**src/rtl/snake_body_store_pkg.sv**
```systemverilog
// Shared playfield constants, direction codes and the segment record used by
// the snake body store and the renderer.
package snake_body_store_pkg;
  localparam int GAME_WIDTH  = 20;
  localparam int GAME_HEIGHT = 15;

  localparam logic [1:0] DIR_UP    = 2'd0;
  localparam logic [1:0] DIR_RIGHT = 2'd1;
  localparam logic [1:0] DIR_DOWN  = 2'd2;
  localparam logic [1:0] DIR_LEFT  = 2'd3;

  typedef struct packed {
    logic [4:0] x;
    logic [3:0] y;
    logic [1:0] dir;
  } segment_t;

  localparam int SEG_W = $bits(segment_t);
endpackage

```
**src/rtl/snake_body_store_mem.sv**
```systemverilog
// snake_ring_mem: 1W/1R register array with a registered, enabled read port.
module snake_ring_mem #(
  parameter int DEPTH = 32,
  parameter int AW    = 5,
  parameter int DW    = 11
) (
  input  logic          i_clk,
  input  logic          i_rst_n,
  input  logic          i_we,
  input  logic [AW-1:0] i_waddr,
  input  logic [DW-1:0] i_wdata,
  input  logic          i_re,
  input  logic [AW-1:0] i_raddr,
  output logic [DW-1:0] o_rdata
);
  logic [DW-1:0] r_mem [DEPTH];
  logic [DW-1:0] r_rdata;

  always_ff @(posedge i_clk) begin
    if (i_we) r_mem[i_waddr] <= i_wdata;
  end

  always_ff @(posedge i_clk) begin
    if (!i_rst_n)  r_rdata <= '0;
    else if (i_re) r_rdata <= r_mem[i_raddr];
  end

  assign o_rdata = r_rdata;
endmodule

```
**src/rtl/snake_body_store.sv**
```systemverilog
// Ring-buffer store of snake segments: commits collision-checked moves and
// streams the body head->tail to the renderer once per video line.
module snake_body_store
  import snake_body_store_pkg::*;
#(
  parameter int MAX_LEN  = 32,
  parameter int INIT_LEN = 3,
  parameter int INIT_X   = 4,
  parameter int INIT_Y   = 7
) (
  input  logic       i_clk,
  input  logic       i_rst_n,
  input  logic       i_line_start,
  input  logic       i_move_valid,
  output logic       o_move_ready,
  input  logic [4:0] i_move_x,
  input  logic [3:0] i_move_y,
  input  logic [1:0] i_move_dir,
  input  logic       i_move_grow,
  output logic       o_move_done,
  output logic       o_move_hit,
  output logic [4:0] o_snake_x,
  output logic [3:0] o_snake_y,
  output logic [1:0] o_snake_dir,
  output logic       o_snake_first,
  output logic       o_snake_last,
  output logic       o_snake_valid,
  output logic [5:0] o_length,
  output logic       o_full
);
  localparam int AW = $clog2(MAX_LEN);

  typedef enum logic [2:0] {S_INIT, S_IDLE, S_SCAN, S_CHECK, S_COMMIT} state_t;

  state_t        r_state;
  logic [AW-1:0] r_head_ptr;
  logic [5:0]    r_length, r_k;
  logic          r_pending, r_hit, r_cmp_vld, r_grow;
  segment_t      r_req;
  logic          r_move_done, r_move_hit, r_snake_valid, r_snake_first, r_snake_last;

  logic          w_we, w_re, w_last_k, w_match, w_hit_final;
  logic [AW-1:0] w_waddr, w_raddr;
  segment_t      w_wdata, w_rdata;

  assign w_last_k = (r_k == r_length - 6'd1);
  assign w_raddr  = r_head_ptr - r_k[AW-1:0];
  assign w_re     = (r_state == S_SCAN) || (r_state == S_CHECK);
  // Read data lags the address by one clk, so the last entry is compared in COMMIT.
  assign w_match     = r_cmp_vld && (w_rdata.x == r_req.x) && (w_rdata.y == r_req.y);
  assign w_hit_final = r_hit | w_match;

  always_comb begin
    w_we    = 1'b0;
    w_waddr = '0;
    w_wdata = '0;
    if (i_rst_n && r_state == S_INIT) begin
      w_we    = 1'b1;
      w_waddr = r_k[AW-1:0];
      w_wdata = segment_t'{x: 5'(INIT_X - INIT_LEN + 1 + int'(r_k)), y: 4'(INIT_Y), dir: DIR_RIGHT};
    end else if (i_rst_n && r_state == S_COMMIT && !w_hit_final) begin
      w_we    = 1'b1;
      w_waddr = r_head_ptr + AW'(1);
      w_wdata = r_req;
    end
  end

  snake_ring_mem #(.DEPTH(MAX_LEN), .AW(AW), .DW(SEG_W)) u_mem (
    .i_clk   (i_clk),
    .i_rst_n (i_rst_n),
    .i_we    (w_we),
    .i_waddr (w_waddr),
    .i_wdata (w_wdata),
    .i_re    (w_re),
    .i_raddr (w_raddr),
    .o_rdata (w_rdata)
  );

  always_ff @(posedge i_clk) begin
    if (!i_rst_n) begin
      r_state       <= S_INIT;
      r_head_ptr    <= '0;
      r_length      <= '0;
      r_k           <= '0;
      r_pending     <= 1'b0;
      r_hit         <= 1'b0;
      r_cmp_vld     <= 1'b0;
      r_grow        <= 1'b0;
      r_req         <= '0;
      r_move_done   <= 1'b0;
      r_move_hit    <= 1'b0;
      r_snake_valid <= 1'b0;
      r_snake_first <= 1'b0;
      r_snake_last  <= 1'b0;
    end else begin
      r_move_done   <= 1'b0;
      r_move_hit    <= 1'b0;
      r_snake_valid <= 1'b0;
      r_snake_first <= 1'b0;
      r_snake_last  <= 1'b0;
      r_cmp_vld     <= 1'b0;
      case (r_state)
        S_INIT: begin
          if (r_k == 6'(INIT_LEN - 1)) begin
            r_length   <= 6'(INIT_LEN);
            r_head_ptr <= AW'(INIT_LEN - 1);
            r_k        <= '0;
            r_state    <= S_IDLE;
          end else begin
            r_k <= r_k + 6'd1;
          end
        end
        S_IDLE: begin
          r_k <= '0;
          if (i_line_start) begin
            r_state <= S_SCAN;
          end else if (i_move_valid) begin
            r_req   <= segment_t'{x: i_move_x, y: i_move_y, dir: i_move_dir};
            r_grow  <= i_move_grow;
            r_hit   <= 1'b0;
            r_state <= S_CHECK;
          end
        end
        S_SCAN: begin
          r_snake_valid <= 1'b1;
          r_snake_first <= (r_k == 6'd0);
          r_snake_last  <= w_last_k;
          if (w_last_k) r_state <= S_IDLE;
          else          r_k     <= r_k + 6'd1;
        end
        S_CHECK: begin
          if (i_line_start) r_pending <= 1'b1;
          r_hit     <= w_hit_final;
          // Without grow the tail moves away this step, so it cannot be hit.
          r_cmp_vld <= r_grow || !w_last_k;
          if (w_last_k) r_state <= S_COMMIT;
          else          r_k     <= r_k + 6'd1;
        end
        S_COMMIT: begin
          r_move_done <= 1'b1;
          r_move_hit  <= w_hit_final;
          if (!w_hit_final) begin
            r_head_ptr <= r_head_ptr + AW'(1);
            if (r_grow && r_length != 6'(MAX_LEN)) r_length <= r_length + 6'd1;
          end
          r_pending <= 1'b0;
          r_k       <= '0;
          r_state   <= (r_pending || i_line_start) ? S_SCAN : S_IDLE;
        end
        default: r_state <= S_INIT;
      endcase
    end
  end

  assign o_move_ready  = i_rst_n && (r_state == S_IDLE) && !i_line_start;
  assign o_move_done   = r_move_done;
  assign o_move_hit    = r_move_hit;
  assign o_snake_x     = w_rdata.x;
  assign o_snake_y     = w_rdata.y;
  assign o_snake_dir   = w_rdata.dir;
  assign o_snake_first = r_snake_first;
  assign o_snake_last  = r_snake_last;
  assign o_snake_valid = r_snake_valid;
  assign o_length      = r_length;
  assign o_full        = (r_length == 6'(MAX_LEN));
endmodule

```
**config.mk**
```make
export PLATFORM = sky130hd
export DESIGN_NAME = snake_body_store
export DESIGN_NICKNAME = d
export VERILOG_FILES = /design/src/rtl/snake_body_store_pkg.sv /design/src/rtl/snake_body_store_mem.sv /design/src/rtl/snake_body_store.sv
export SDC_FILE = /design/constraint.sdc
export NUM_CORES = 1
export LEC_CHECK = 0
export CAP_MARGIN = 25
export CORE_ASPECT_RATIO = 2
export CORE_MARGIN = 2
export CORE_UTILIZATION = 55
export CTS_CLUSTER_DIAMETER = 120
export DETAILED_ROUTE_END_ITERATION = 8
export PLACE_DENSITY = 0.81
export SLEW_MARGIN = 10
export SYNTH_ARGS = -nofsm -noshare
export SYNTH_HDL_FRONTEND = slang
export SYNTH_SLANG_ARGS = --single-unit
```
**constraint.sdc**
```tcl
create_clock -name i_clk -period 3.1 [get_ports i_clk]
set_input_delay 0.62 -clock i_clk [delete_from_list [all_inputs] [get_ports i_clk]]
set_output_delay 0.62 -clock i_clk [all_outputs]
set_load 0.02 [all_outputs]
```
==> qor.yml, run 1 <==
cts_inserted_buffers: 34
critPathLaunchType: "flop"
cts.sinks: 403
cts_root_buf: "clkbuf_16"
fin_util_pct: 65.69
syn-instance-count: 948
ff2ff_setup_slack_ns: 0.01
numPortBuffers: 39
die_width_um: 127.4
finalCritPeriodShare_pct: 99.59
synth_top_family_by_area: "multiplexers"
yosys.area_share.simple_pct: 6.551
seq_area_frac_synth_pct: 69.20
synth_top_cell_by_area: "edfxtp_1"
holdPathStages: 2
die_area_um2: 31950
fp.coreArea_um2: 30070
initial_core_util_pct: 55.71
maxCapViolCount: 0
ir_worst_vdd_mv: 0.5032
synthAdderAreaFrac_pct: 1.016
htree_levels: 2
synth_cell_type_count: 71
fmax_mhz: 323.9
grt_pass1_vias: 9983
place_congestion: 1.021
tightest_slew_ns: 0.9031
rows: 90
cp.required_ns: 3.27
slew_headroom_pct: 39.79
wire_per_inst_um: 29.68
power.density_nw_per_um2: 887.5
finalPower_mw: 17.53
clk_latency_ns: 0.54
area_growth_pct: 17.91
grt_first_pass_wirelength_um: 64410
drive_above_1_share_pct: 29.50
fp.dieH_um: 250.8
drtIter0Drc: 973
grtUsageTotal_pct: 28.43
synth_edf_count: 352
finalMaxSlewViolations: 0
hold_viol_final: 0
fillCellCount: 1932
firstDrtPassIters: 6
yosys_most_used_dff: "edfxtp_1"
outcome: "complete, no violations"
grt_max_degree: 40
synth_area_per_cell_um2: 17.67
worstHoldStart: "r_k[3]"
synth-seq-cells: 403
clock-skew-final_ns: 0.02725
critPathKind: "reg -> reg"
r2r_start: "r_req[5]"
drc_errors: 0
ant_nets: 0
r2r_end: "u_mem.r_mem[0][6]"
grt_overflow: 0
leakagePower_nw: 6.736
tritoncts: "yes"
fin_nets: 1132
num_vias: 9689
end_kind: "flop"
async_flop_share_pct: 0
worstRegToRegCells: 8
clock_path_buffers: 3
yosysMostFrequentCell: "edfxtp_1"
detail_route.vias_per_cell: 6.459
synth_fp_nets: 977
syn_area_um2: 16750
synth_top_cells_by_count: "352 x edfxtp_1, 99 x mux4_2, 57 x nor2_1"
antenna_found_initial: 3
synth_mux_area_share_pct: 14.83
hp-class: "reg -> reg"
hpwl_um: 28880
yosysWarnings: 0
setup_viol: 0
cp.arrival_ns: 3.26
yosys-top-cells-area: "edfxtp_1 63%, mux4_2 13%, dfxtp_1 6.1%, nor2_1 1.3%, nor2b_1 0.97%"
synth.top_cell.area_share_pct: 63.10
cts_hold_buf: 0
synth_compound_area_share_pct: 4.556
holdPathEnd: "r_k[3]"
cts.clk_slew.worst_paths_ns: 0.07
num_io_pins: 40
wirelength_um: 44520
rsz0062_at_grt: "false"
finalCriticalPeriod_ns: 3.087
synth_xor_area_share_pct: 1.666
cp_max_fo: 11
## worst max-delay path by stage
stage                  start                  to  slack [ns]  cells past startpoint
floorplan            i_rst_n   u_mem.r_mem[0][9]       -0.04                      5
global placement     i_rst_n  u_mem.r_mem[28][3]       -0.31                      7
detailed placement   i_rst_n  u_mem.r_mem[28][4]       -0.34                      7
CTS                 r_req[4]   u_mem.r_mem[0][7]       -0.02                      9
global route        r_req[5]   u_mem.r_mem[0][6]       0.008                      8
finish              r_req[5]   u_mem.r_mem[0][6]        0.01                      8
## cells in the final DEF, fill, tap and decap left out, types with 12 or more instances in the layout
master and instances:
nand2_1 34, a211oi_1 12, inv_1 15, buf_12 12, nor3_1 26, nor2_1 56, nor2b_1 26, mux4_2 99
dfxtp_1 51, clkbuf_16 35, o221ai_1 12, a21oi_1 15, edfxtp_1 352, buf_4 118, clkdlybuf4s50_1 39, mux2i_1 13
xor2_1 14, o21ai_0 18, xnor2_1 16
## kinds of logic (layout without fill, tap and decap cells)
| logic type | count (synthesis) | in the layout |
|---|---|---|
| fa+ha+maj | 13 | 13 |
| mux | 123 | 123 |
| compound gates | 104 | 104 |
| other cells | 0 | 3 |
| flops | 403 | 403 |
| xor+xnor | 31 | 32 |
| buf+inv | 70 | 250 |
| simple gates | 204 | 204 |
## per-layer routing
metal	vias to the layer above	share of wire, %	track usage, %
met1	4923	30	28.74
met4	0	11	25.62
li1	4087	-	-
met5	-	0	0
met3	198	7.3	6.618
met2	481	51	47.87
## sequential cells by signal (all words and copies together) (netlist names)
name / cells
r_grow: 1
r_head_ptr: 5
o_snake_first: 1
u_mem.r_mem: 352
r_cmp_vld: 1
u_mem.o_rdata: 11
r_pending: 1
r_req: 11
o_move_hit: 1
o_snake_last: 1
o_length: 6
r_hit: 1
o_snake_valid: 1
o_move_done: 1
r_state: 3
r_k: 6
## layout make-up
cell class	count	area (µm²)	area share (%)
Multi-Input combinational cell	476	4880	24.71
Antenna cell	3	7.507	0.03801
Inverter	16	60.06	0.3041
Clock buffer	43	925.9	4.688
Timing Repair Buffer	172	1583	8.013
Clock inverter	19	244.0	1.235
Sequential cell	403	11590	58.68
Tap cell	368	460.4	2.331
## report_power, final
part	switching, mW	total (mW)	internal, mW	leakage (nW)
logic	3.53	6.70	3.17	2.56
registers	0.0929	6.35	6.26	3.60
clock network	1.92	4.48	2.56	0.568
## per-stage QoR
stage	hold WS [ns]	setup slack (ns)	std cells	area, µm²	TNS, ns
finish	0.5017	0.01267	1500	19750	0
global route	0.5074	0.007597	1500	19750	0
CTS	0.4827	-0.02409	1489	19650	-0.2549
detailed placement	0.4693	-0.3369	1424	18410	-14.36
global placement	0.4643	-0.3098	1424	18410	-11.61
floorplan	0.4631	-0.04255	948	16750	-3.712
## critical path, cell delays in order (launching register included)
cell and delay (ns):
dfxtp_1 0.71, xor2_1 0.20, nor4_4 0.38, nand3_4 0.14, buf_4 0.20, nand2_1 0.10
buf_4 0.12, o21ai_0 0.27, nor2_2 0.60
## repair_timing
item | in CTS | in global routing
pin swaps | 2 | 3
setup endpoints to repair | 26 | 22
buffers inserted | 1 | 4
hold endpoints to repair | 0 | 0
cloned | 2 | 0
resized for setup | 3 | 6
Note: power is estimated with default switching activity, not from simulation.
==> run 2: changes to the inputs <==
--- a/config.mk
+++ b/config.mk
@@ -11,6 +11,7 @@
 export CORE_UTILIZATION = 55
 export CTS_CLUSTER_DIAMETER = 120
 export DETAILED_ROUTE_END_ITERATION = 8
+export GPL_ROUTABILITY_DRIVEN = 0
 export PLACE_DENSITY = 0.81
 export SLEW_MARGIN = 10
 export SYNTH_ARGS = -nofsm -noshare
==> run 2 against run 1 <==
Net effect:
- global-route usage fell by 0.12 points
- register-to-register slack about the same
- critical path depth increased by 1
- highest routed layer unchanged
- clock power shrank 7.8%
==> qor.yml, run 2 (same netlist as run 1, synthesis figures left out) <==
use_met1_pct: 29.92
fmax_mhz: 324.7
largest_reg_flops: 352
cts.sinks: 403
grt_overflow: 0
drive_above_1_share_pct: 29.25
timing.final.ws_setup_ns: 0.01976
grt_max_degree: 40
htree_levels: 2
critPathKind: "reg -> reg"
cts_inserted_buffers: 34
cp.arrival_ns: 3.48
switching_share_pct: 32.20
hp-class: "reg -> reg"
use_met3_pct: 4.980
slowest_delay_ns: 0.89
ff2ff_setup_slack_ns: 0.02
grtUsageMet2_pct: 49.40
cts_root_buf: "clkbuf_16"
detail_route.vias_per_cell: 6.551
pwr-share-seq_pct: 36.0
hpwl_um: 28290
fillCellCount: 1889
wire_per_inst_um: 29.62
cpMostUsedCell: "mux4_2"
die_width_um: 127.4
fin_nets: 1122
crit_chain: "inv_2 -> ha_4 -> inv_1 -> fa_4 -> buf_4 -> mux4_2 -> mux4_2 -> nor3_2 -> nor3_1"
grt_pass1_vias: 10010
end_kind: "flop"
maxCapViolCount: 0
antenna_found_initial: 2
clock_path_buffers: 3
initial_core_util_pct: 55.71
final_common_cell: "edfxtp_1"
finalMaxSlewViolations: 0
rows: 90
slowest_stage: "fa_4"
firstDrtPassIters: 5
ir_worst_vdd_mv: 0.5990
fp.coreArea_um2: 30070
critPathLaunchType: "flop"
leakagePower_nw: 6.665
clkPwrFrac_pct: 23.4
cp.required_ns: 3.50
top_register: "u_mem.r_mem"
fp.dieH_um: 250.8
slew_headroom_pct: 42.81
setup_viol: 0
drc_errors: 0
numPortBuffers: 39
finalPower_mw: 17.65
combPwrFrac_pct: 40.6
final_cell_mix: "352 x edfxtp_1, 106 x buf_4, 99 x mux4_2"
tritoncts: "yes"
area_growth_pct: 17.31
cp_max_fo: 8
grtUsageTotal_pct: 28.30
finalCritPeriodShare_pct: 99.36
power.density_nw_per_um2: 898.0
clock-skew-final_ns: 0.01848
outcome: "complete, no violations"
clk_latency_ns: 0.52
ant_nets: 0
cts.clk_slew.worst_paths_ns: 0.07
cts_hold_buf: 0
insertedDiodeCount: 0
hold_viol_final: 0
top_usage_layer: "met2"
tightest_slew_ns: 0.8579
die_area_um2: 31950
dp_worst_setup_slack_ns: -0.3099
grt_first_pass_wirelength_um: 64630
num_vias: 9735
p_switching_mw: 5.682
num_io_pins: 40
wirelength_um: 44010
p_int_mw: 11.96
finalCriticalPeriod_ns: 3.080
drtIter0Drc: 1070
==> run 2: power by group through the flow <==
stage / clock (mW) / sequential, mW / combinational [mW]
5_1_grt: 4.34 / 6.37 / 7.42
3_5_place_dp: 0 / 6.47 / 6.26
6_report: 4.13 / 6.36 / 7.16
4_1_cts: 4.19 / 6.35 / 6.99
3_3_place_gp: 0 / 6.46 / 6.13
2_1_floorplan: 0 / 6.47 / 4.12
==> run 2: per-layer routing <==
metal | vias to the layer above | wire, µm | part of all wire [%]
li1 | 4077 | - | -
met1 | 4902 | 13660 | 31
met2 | 558 | 23000 | 52
met3 | 198 | 3088 | 7.0
met4 | 0 | 4252 | 9.7
met5 | - | 0 | 0
==> run 2: per-stage QoR <==
step                      std cells  hold WS [ns]  util, %  TNS (ns)  instance area, µm²
final                          1486        0.5192    65.36         0               19650
after global routing           1486        0.5439    65.36  -0.02130               19650
after CTS                      1483        0.5204    65.21    -2.296               19610
after detailed placement       1416        0.5053    61.04    -26.45               18350
after global placement         1415        0.4983    61.01    -16.73               18340
after floorplan                 948        0.4631        -    -3.712               16750
==> run 2: worst max-delay path, delay by kind of cell, from the launching register on <==
family	cells	cell delay [ns]
fa+ha+maj	2	1.03
mux	2	0.92
buf+inv	3	0.36
flops	1	0.32
simple gates	2	0.31
==> run 2: timing repair <==
item	4_1_cts	5_1_grt
endpoints found under the setup margin	54	22
gates cloned	4	0
pin swaps	2	1
setup buffers	2	1
resized for setup	14	5
==> run 2: worst paths after layout <==
kind | startpoint | end | cells after the start
max | r_head_ptr[0] | u_mem.o_rdata[5] | 9
min | r_grow | r_cmp_vld | 2
max reg2reg | r_head_ptr[0] | u_mem.o_rdata[5] | 9
min reg2reg | r_grow | r_cmp_vld | 2
==> run 2: cell type report <==
cell class	count	area, µm²	area share [%]
flip-flops and latches	403	11590	58.98
multi-input cells	476	4920	25.04
repair buffers	162	1549	7.882
clock buffers	41	898.4	4.572
well taps	368	460.4	2.343
clock inverters	20	172.7	0.8786
inverters	16	60.06	0.3056
